`config.mk`:
```
export PLATFORM = sky130hd
export DESIGN_NAME = uart_rx_frame_fsm_flat
export DESIGN_NICKNAME = d
export VERILOG_FILES = /design/src/rtl/uart_rx_frame_fsm_if.sv /design/src/rtl/uart_rx_frame_fsm.sv /design/src/flat_wrapper.sv
export SDC_FILE = /design/constraint.sdc
export NUM_CORES = 1
export LEC_CHECK = 0
export CORE_MARGIN = 2
export CORE_UTILIZATION = 56
export CTS_BUF_LIST = sky130_fd_sc_hd__clkbuf_8
export CTS_CLUSTER_DIAMETER = 150
export DETAILED_ROUTE_END_ITERATION = 6
export PLACE_DENSITY = 0.89
export SYNTH_ARGS = -nofsm -noshare
export SYNTH_HDL_FRONTEND = slang
export SYNTH_SLANG_ARGS = --single-unit
export TNS_END_PERCENT = 30
```
`constraint.sdc`:
```
create_clock -name clk_i -period 4.6 [get_ports clk_i]
set_clock_uncertainty 0.2 [all_clocks]
set_input_delay 0.69 -clock clk_i [delete_from_list [all_inputs] [get_ports clk_i]]
set_output_delay 0.69 -clock clk_i [all_outputs]
set_load 0.005 [all_outputs]
```
`src/rtl/uart_rx_frame_fsm_if.sv`:
```
// Receive-side word handshake between uart_rx_frame_fsm (master) and its consumer (slave).
`timescale 1ns/1ps

interface uart_rx_frame_fsm_if #(
  parameter int unsigned DATA_BITS = 8
);
  logic [DATA_BITS-1:0] data_o;
  logic                 valid_o;
  logic                 ready_i;
  logic                 frame_err_o;
  logic                 overrun_o;
  logic                 parity_err_o;

  modport master (
    output data_o,
    output valid_o,
    output frame_err_o,
    output overrun_o,
    output parity_err_o,
    input  ready_i
  );

  modport slave (
    input  data_o,
    input  valid_o,
    input  frame_err_o,
    input  overrun_o,
    input  parity_err_o,
    output ready_i
  );
endinterface

```
`src/rtl/uart_rx_frame_fsm.sv`:
```
// UART receive frame controller on the 16x clock; drives an external 4-bit bit-sample counter.
// Optional even-parity bit after the data bits when UART_RX_PARITY_EN is defined.
`timescale 1ns/1ps

module uart_rx_frame_fsm #(
  parameter int unsigned DATA_BITS  = 8,
  parameter int unsigned SAMPLE_MID = 7
) (
  input  logic                       clk_i,
  input  logic                       rst_i,
  input  logic                       rx_i,
  input  logic [3:0]                 sample_count_i,
  output logic                       sample_en_o,
  uart_rx_frame_fsm_if.master        rx_if
);

  localparam logic [3:0]        MidCnt  = 4'(SAMPLE_MID);
  localparam int unsigned       IdxW    = (DATA_BITS > 1) ? $clog2(DATA_BITS) : 1;
  localparam logic [IdxW-1:0]   LastIdx = IdxW'(DATA_BITS - 1);

  typedef enum logic [2:0] {
    StIdle,
    StStart,
    StData,
`ifdef UART_RX_PARITY_EN
    StParity,
`endif
    StStop
  } state_e;

  state_e               r_state;
  state_e               w_state_d;
  logic                 r_sync1;
  logic                 r_sync2;
  logic                 w_rx_s;
  logic                 w_mid;
  logic [DATA_BITS-1:0] r_shift;
  logic [DATA_BITS-1:0] r_data;
  logic [IdxW-1:0]      r_bit_idx;
  logic                 r_valid;
  logic                 r_frame_err;
  logic                 r_overrun;
  logic                 w_shift_en;
  logic                 w_idx_clr;
  logic                 w_load;
  logic                 w_frame_err;
  logic                 w_overrun;
`ifdef UART_RX_PARITY_EN
  logic                 r_par_bad;
  logic                 r_parity_err;
  logic                 w_par_sample;
  logic                 w_parity_err;
`endif

  assign w_rx_s = r_sync2;
  assign w_mid  = (sample_count_i == MidCnt);

  always_ff @(posedge clk_i or posedge rst_i) begin
    if (rst_i) begin
      r_state <= StIdle;
    end else begin
      r_state <= w_state_d;
    end
  end

  always_comb begin
    w_state_d   = r_state;
    sample_en_o = 1'b1;
    w_shift_en  = 1'b0;
    w_idx_clr   = 1'b0;
    w_load      = 1'b0;
    w_frame_err = 1'b0;
    w_overrun   = 1'b0;
`ifdef UART_RX_PARITY_EN
    w_par_sample = 1'b0;
    w_parity_err = 1'b0;
`endif
    unique case (r_state)
      StIdle: begin
        // Dropping the enable is what clears the external counter between frames.
        sample_en_o = 1'b0;
        if (!w_rx_s) begin
          w_state_d = StStart;
        end
      end
      StStart: begin
        if (w_mid) begin
          if (!w_rx_s) begin
            w_state_d = StData;
            w_idx_clr = 1'b1;
          end else begin
            w_state_d = StIdle;
          end
        end
      end
      StData: begin
        if (w_mid) begin
          w_shift_en = 1'b1;
          if (r_bit_idx == LastIdx) begin
`ifdef UART_RX_PARITY_EN
            w_state_d = StParity;
`else
            w_state_d = StStop;
`endif
          end
        end
      end
`ifdef UART_RX_PARITY_EN
      StParity: begin
        if (w_mid) begin
          w_par_sample = 1'b1;
          w_state_d    = StStop;
        end
      end
`endif
      StStop: begin
        if (w_mid) begin
          w_state_d = StIdle;
          if (!w_rx_s) begin
            w_frame_err = 1'b1;
`ifdef UART_RX_PARITY_EN
          end else if (r_par_bad) begin
            w_parity_err = 1'b1;
`endif
          end else if (r_valid && !rx_if.ready_i) begin
            w_overrun = 1'b1;
          end else begin
            w_load = 1'b1;
          end
        end
      end
      default: begin
        w_state_d = StIdle;
      end
    endcase
  end

  always_ff @(posedge clk_i or posedge rst_i) begin
    if (rst_i) begin
      r_sync1     <= 1'b1;
      r_sync2     <= 1'b1;
      r_shift     <= '0;
      r_data      <= '0;
      r_bit_idx   <= '0;
      r_valid     <= 1'b0;
      r_frame_err <= 1'b0;
      r_overrun   <= 1'b0;
    end else begin
      r_sync1     <= rx_i;
      r_sync2     <= r_sync1;
      r_frame_err <= w_frame_err;
      r_overrun   <= w_overrun;
      if (w_idx_clr) begin
        r_bit_idx <= '0;
      end else if (w_shift_en) begin
        r_bit_idx <= r_bit_idx + IdxW'(1);
      end
      // Right shift so the first data bit lands in the LSB after the last sample.
      if (w_shift_en) begin
        r_shift <= {w_rx_s, r_shift[DATA_BITS-1:1]};
      end
      if (w_load) begin
        r_data <= r_shift;
      end
      // A load wins over a same-cycle transfer so the new word stays presented.
      if (w_load) begin
        r_valid <= 1'b1;
      end else if (r_valid && rx_if.ready_i) begin
        r_valid <= 1'b0;
      end
    end
  end

`ifdef UART_RX_PARITY_EN
  always_ff @(posedge clk_i or posedge rst_i) begin
    if (rst_i) begin
      r_par_bad    <= 1'b0;
      r_parity_err <= 1'b0;
    end else begin
      r_parity_err <= w_parity_err;
      if (w_idx_clr) begin
        r_par_bad <= 1'b0;
      end else if (w_par_sample) begin
        r_par_bad <= (^r_shift) ^ w_rx_s;
      end
    end
  end

  assign rx_if.parity_err_o = r_parity_err;
`else
  assign rx_if.parity_err_o = 1'b0;
`endif

  assign rx_if.data_o      = r_data;
  assign rx_if.valid_o     = r_valid;
  assign rx_if.frame_err_o = r_frame_err;
  assign rx_if.overrun_o   = r_overrun;

endmodule
```
`src/flat_wrapper.sv`:
```
// flat-port wrapper written by rule: the top's interface ports become plain ports
module uart_rx_frame_fsm_flat 
#(
  parameter int unsigned DATA_BITS  = 8,
  parameter int unsigned SAMPLE_MID = 7
)
  (clk_i, rst_i, rx_i, sample_count_i, sample_en_o, rx_if_data_o, rx_if_valid_o, rx_if_frame_err_o, rx_if_overrun_o, rx_if_parity_err_o, rx_if_ready_i);
  uart_rx_frame_fsm_if #(.DATA_BITS(DATA_BITS)) rx_if_i ();
  input  logic clk_i;
  input  logic rst_i;
  input  logic rx_i;
  input  logic [3:0] sample_count_i;
  output logic sample_en_o;
  output wire logic [$bits(rx_if_i.data_o)-1:0] rx_if_data_o;
  output wire logic [$bits(rx_if_i.valid_o)-1:0] rx_if_valid_o;
  output wire logic [$bits(rx_if_i.frame_err_o)-1:0] rx_if_frame_err_o;
  output wire logic [$bits(rx_if_i.overrun_o)-1:0] rx_if_overrun_o;
  output wire logic [$bits(rx_if_i.parity_err_o)-1:0] rx_if_parity_err_o;
  input wire logic [$bits(rx_if_i.ready_i)-1:0] rx_if_ready_i;
  assign rx_if_data_o = rx_if_i.data_o;
  assign rx_if_valid_o = rx_if_i.valid_o;
  assign rx_if_frame_err_o = rx_if_i.frame_err_o;
  assign rx_if_overrun_o = rx_if_i.overrun_o;
  assign rx_if_parity_err_o = rx_if_i.parity_err_o;
  assign rx_if_i.ready_i = rx_if_ready_i;
  uart_rx_frame_fsm #(.DATA_BITS(DATA_BITS), .SAMPLE_MID(SAMPLE_MID)) u_core (.clk_i(clk_i), .rst_i(rst_i), .rx_i(rx_i), .sample_count_i(sample_count_i), .sample_en_o(sample_en_o), .rx_if(rx_if_i));
endmodule
```
==> flow_summary.json, run 1 <==
{
  "p_leak_nw": 0.631,
  "crit_fanout": 11,
  "grt-busiest-layer": "met2",
  "required_ns": 4.54,
  "syn_nets": 88,
  "fin_cells": 124,
  "startpoint": "sample_count_i[1]",
  "finalSetupViolCount": 0,
  "post_drt_wl_per_cell_um": 15.8,
  "synth_cell_types": 23,
  "drc": 0,
  "portBuffers": 19,
  "worst_slack_ns": 2.06,
  "final_nets": 110,
  "cp.arrival_ns": 2.49,
  "path_cells": "clkdlybuf4s50_1 > nand4b_4 > nor3_2 > mux2_2",
  "hold_viol": 0,
  "start_kind": "input pin",
  "initialDrtViolationCount": 20,
  "use_met3": 0.0792,
  "tightest_slew_ns": 0.939,
  "grt_use_total": 0.208,
  "power_mw": 0.416,
  "syn-cell-area_mm2": 0.00109,
  "hpwl_um": 1440,
  "ctsResizeCount": 0,
  "grt_max_degree": 27,
  "h-tree-depth": 1,
  "ys_warn_count": 0,
  "cts_root_buf": "clkbuf_8",
  "crit_family": "simple AND/OR/NAND/NOR gates",
  "synthCells": 78,
  "whs_endpoint": "u_core.r_sync2",
  "grt_overflow_total": 0,
  "grt_pass1_wl_um": 3060,
  "syn2layout_area_growth_pct": 24.1,
  "vias_per_cell": 5.48,
  "relSlewSlack": 0.373,
  "period_minus_slack_ns": 2.54,
  "hold_path_class": "register to register",
  "rr_worst_depth": 3,
  "rr_endpoint": "u_core.r_shift[1]",
  "clkLatencyLatePin_ns": 0.26,
  "fin_tns_setup_ns": 0,
  "wl_um": 1960,
  "fill_cells": 105,
  "path_buf_inv": 1,
  "synth_ff_type": "dfrtp_1",
  "clock-sinks": 26,
  "fin_crit_sh": 0.553,
  "first_pass_iters": 4,
  "die-area_mm2": 0.00231,
  "fmax_mhz": 393,
  "critPathMaxStageDelay_ns": 0.62,
  "grtUsageMet1": 0.246,
  "synth.avg_cell_area_um2": 13.9,
  "cp_slowest_cell": "nor3_2",
  "synthArstFlopShare": 1.00,
  "drive_above_1_share": 0.263,
  "grtUsageMet2": 0.357,
  "dp_slack_ns": 1.80,
  "core_mm2": 0.00178,
  "antenna_found_initial": 0,
  "synth_edf_count": 0,
  "ir_drop_mv": 0.279,
  "die_w_um": 48.0,
  "drv_slew": 0,
  "outcome": "complete, no violations",
  "gp_congestion": 0.794,
  "clockBufferDepth": 2,
  "worstHoldPathCells": 0,
  "synth_seq_cells": 26,
  "cts_buffers": 3,
  "clk_pin_slew_ns": 0.08,
  "die_y_um": 48.0,
  "place_inst": 120,
  "hold_path_startpoint": "u_core.r_sync1",
  "rrSetupSlack_ns": 2.58,
  "post_cts_buffers": 0,
  "antenna_left": 0,
  "diodes": 0,
  "critPathKind": "input pin to register",
  "fp-row-count": 15,
  "drv_cap": 0,
  "holdWs_ns": 0.158,
  "cp-end-kind": "register",
  "power_density_mw_per_mm2": 309,
  "seq_area_frac_synth": 0.601,
  "r2r-start": "u_core.r_state[1]",
  "grt_pass1_vias": 650,
  "vias": 680,
  "rsz0062_at_grt": "no",
  "boundaryPins": 21,
  "initial_core_util": 0.609,
  "cts_tree": "built",
  "hold_buffers": 0
}
cells in the mapped netlist (all sizes together) (2+ instances only):
master | instances | area (um2)
inv | 5 | 18.8
nand2 | 2 | 7.51
dfstp | 2 | 52.6
a221oi | 3 | 26.3
buf | 2 | 15.0
dfrtp | 24 | 601
mux2 | 16 | 180
a21oi | 4 | 20.0
nor3 | 2 | 15.0
ha | 2 | 25.0
nor2 | 2 | 7.51
o21ai | 4 | 20.0
routing by layer:
metal,wire [um],share of wire,vias to the layer above
met2,1020,0.52,28
met4,17,0.0087,0
li1,-,-,321
met1,829,0.42,327
met5,0,0,-
met3,87,0.044,4
per-stage QoR:
stage / util / cell area, um2
global placement: 0.725 / 1290
finish: 0.756 / 1350
floorplan: - / 1090
global route: 0.756 / 1350
detailed placement: 0.725 / 1290
CTS: 0.756 / 1350
cell families after synthesis:
group	share of synthesized area
AOI/OAI and AO/OA	0.0760
adders and majority gates	0.0230
buffers and inverters	0.0311
DFF	0.601
muxes	0.166
other	0.00345
and+or+nand+nor	0.0991
cell type report:
class	count	area [um2]	share of cell area
Clock buffer	4	55.1	0.0409
Inverter	5	18.8	0.0139
Multi-Input combinational cell	45	399	0.296
Sequential cell	26	653	0.485
Tap cell	25	31.3	0.0232
Timing Repair Buffer	19	190	0.141
flip-flops by register name, summed over array words and instances, names as in the netlist:
register	cells
u_core.r_bit_idx	3
u_core.r_shift	8
u_core.r_state	2
u_core.r_sync1	1
u_core.r_sync2	1
u_core.rx_if.data_o	8
u_core.rx_if.frame_err_o	1
u_core.rx_if.overrun_o	1
u_core.rx_if.valid_o	1
worst max-delay path by stage:
stage | endpoint | cells after the start
CTS | u_core.r_shift[1] | 4
global route | u_core.r_shift[1] | 4
finish | u_core.r_shift[1] | 4
floorplan | u_core.rx_if.data_o[0] | 3
global placement | u_core.r_shift[6] | 4
detailed placement | u_core.r_shift[1] | 4
cell usage in the layout, fill, tap and decap left out, types with 3 or more instances in the layout:
cell / netlist / final
dfrtp_1: 24 / 24
clkdlybuf4s50_1: 0 / 19
mux2_2: 16 / 16
inv_1: 5 / 5
o21ai_0: 4 / 4
a21oi_1: 4 / 4
clkbuf_8: 0 / 4
a221oi_1: 3 / 3
where the power goes:
group / total, mW / switching [mW] / internal [mW]
combinational: 0.0348 / 0.0201 / 0.0147
sequential: 0.242 / 0.00758 / 0.235
clock: 0.139 / 0.0626 / 0.0763
total: 0.416 / 0.0902 / 0.326
(Power assumes the default switching activity.)
==> run 2: changes to the inputs <==
--- a/config.mk
+++ b/config.mk
@@ -6,11 +6,11 @@
 export NUM_CORES = 1
 export LEC_CHECK = 0
 export CORE_MARGIN = 2
-export CORE_UTILIZATION = 56
+export CORE_UTILIZATION = 47
 export CTS_BUF_LIST = sky130_fd_sc_hd__clkbuf_8
 export CTS_CLUSTER_DIAMETER = 150
 export DETAILED_ROUTE_END_ITERATION = 6
-export PLACE_DENSITY = 0.89
+export PLACE_DENSITY = 0.8
 export SYNTH_ARGS = -nofsm -noshare
 export SYNTH_HDL_FRONTEND = slang
 export SYNTH_SLANG_ARGS = --single-unit
==> constraint.sdc (replaced) <==
create_clock -name clk_i -period 2.25 [get_ports clk_i]
set_clock_uncertainty 0.2 [all_clocks]
set_input_delay 0.3375 -clock clk_i [delete_from_list [all_inputs] [get_ports clk_i]]
set_output_delay 0.3375 -clock clk_i [all_outputs]
set_load 0.005 [all_outputs]
==> flow_summary.json, run 2 (synthesis results as in run 1) <==
{
  "vias_per_cell": 5.17,
  "die-area_mm2": 0.00271,
  "clk_pin_slew_ns": 0.08,
  "clockBufferDepth": 2,
  "path_cells": "inv_1 > nand2_1 > clkdlybuf4s50_1",
  "finalSetupViolCount": 0,
  "diodes": 0,
  "gp_congestion": 0.778,
  "clkLatencyLatePin_ns": 0.26,
  "p_leak_nw": 0.662,
  "crit_fanout": 6,
  "antenna_found_initial": 0,
  "cp_slowest_cell": "clkdlybuf4s50_1",
  "syn2layout_area_growth_pct": 28.8,
  "fp-row-count": 17,
  "period_minus_slack_ns": 1.97,
  "drc": 0,
  "initial_core_util": 0.496,
  "crit_family": "buffers and inverters",
  "drv_slew": 0,
  "final_common_cell": "dfrtp_1",
  "fill_cells": 167,
  "final_cell_mix": "dfrtp_1 (24), clkdlybuf4s50_1 (19), mux2_2 (16), inv_1 (6), buf_4 (5)",
  "outcome": "complete, no violations",
  "power_mw": 0.824,
  "grt_use_total": 0.157,
  "clock-sinks": 26,
  "fmax_mhz": 508,
  "hold_buffers": 0,
  "cp-end-kind": "primary output",
  "cts_root_buf": "clkbuf_8",
  "post_cts_buffers": 0,
  "start_kind": "register",
  "h-tree-depth": 1,
  "ir_drop_mv": 0.404,
  "required_ns": 1.71,
  "rsz0062_at_grt": "no",
  "fin_crit_sh": 0.874,
  "post_drt_wl_per_cell_um": 13.1,
  "critPathKind": "register to primary output",
  "initialDrtViolationCount": 3,
  "final_nets": 116,
  "power_density_mw_per_mm2": 589,
  "drive_above_1_share": 0.295,
  "drv_cap": 0,
  "hold_path_class": "input pin to asynchronous set/reset pin",
  "die_w_um": 52.1,
  "hold_viol": 0,
  "core_mm2": 0.00219,
  "critPathMaxStageDelay_ns": 0.49,
  "ctsResizeCount": 0,
  "grt_pass1_vias": 666,
  "grt_overflow_total": 0,
  "cts_buffers": 3,
  "path_buf_inv": 2,
  "fin_tns_setup_ns": 0,
  "portBuffers": 19,
  "antenna_left": 0,
  "cts_tree": "built",
  "boundaryPins": 21,
  "first_pass_iters": 3,
  "hpwl_um": 1300,
  "final_core_util": 0.638,
  "die_y_um": 52.1,
  "wl_um": 1740,
  "cp.arrival_ns": 1.43,
  "vias": 687,
  "grt_max_degree": 15,
  "grt_pass1_wl_um": 3020
}
run 2: cell count changes in the layout (fill, tap and decap cells not counted):
cell | before | now
buf_12 | 0 | 1
clkbuf_8 | 4 | 3
inv_1 | 5 | 6
buf_4 | 0 | 5
run 2: path summary, 6_finish.rpt:
check / from / end / slack [ns] / cells after the start
max in group asynchronous: rst_i / u_core.r_sync2 / 1.20 / 3
min in group clk_i: u_core.r_sync1 / u_core.r_sync2 / 0.16 / 0
max reg2reg: u_core.r_sync2 / u_core.rx_if.data_o[3] / 0.52 / 4
min reg2reg: u_core.r_sync1 / u_core.r_sync2 / 0.16 / 0
min: rst_i / u_core.rx_if.data_o[0] / 0.12 / 2
max: u_core.r_state[1] / sample_en_o / 0.28 / 3
run 2: through the flow:
stage | hold slack [ns] | std cells | cell area (um2) | setup WS (ns)
final | 0.120 | 133 | 1400 | 0.282
after CTS | 0.135 | 133 | 1400 | 0.289
after global routing | 0.159 | 133 | 1400 | 0.222
after detailed placement | 0.147 | 129 | 1350 | 0.159
after global placement | 0.146 | 129 | 1350 | 0.190
after floorplan | 0.142 | 78 | 1090 | 0.573
run 2: power breakdown:
part / internal [mW] / switching (mW)
Combinational: 0.0337 / 0.0408
Clock: 0.122 / 0.133
Sequential: 0.480 / 0.0143
Total: 0.636 / 0.188
run 2: cell type report:
cell class / instances / area (um2) / share of cell area
tap: 28 / 35.0 / 0.0250
timing repair buffer: 25 / 248 / 0.177
multi-input combinational: 45 / 399 / 0.285
inverter: 5 / 18.8 / 0.0134
clock buffer: 3 / 41.3 / 0.0295
sequential: 26 / 653 / 0.467
clock inverter: 1 / 3.75 / 0.00268
run 2: worst register-to-register path, cell delays in order, from the launching register on:
cell and delay (ns):
dfstp_2 0.56, nand3_1 0.14, nor3b_4 0.24, buf_12 0.15, mux2_2 0.33
run 2: metal layers:
layer	routed length, um	vias up	track usage
met2	830	15	0.232
met4	55	0	0.114
met3	65	4	0.0316
met1	790	338	0.202
li1	-	330	-
met5	0	-	0
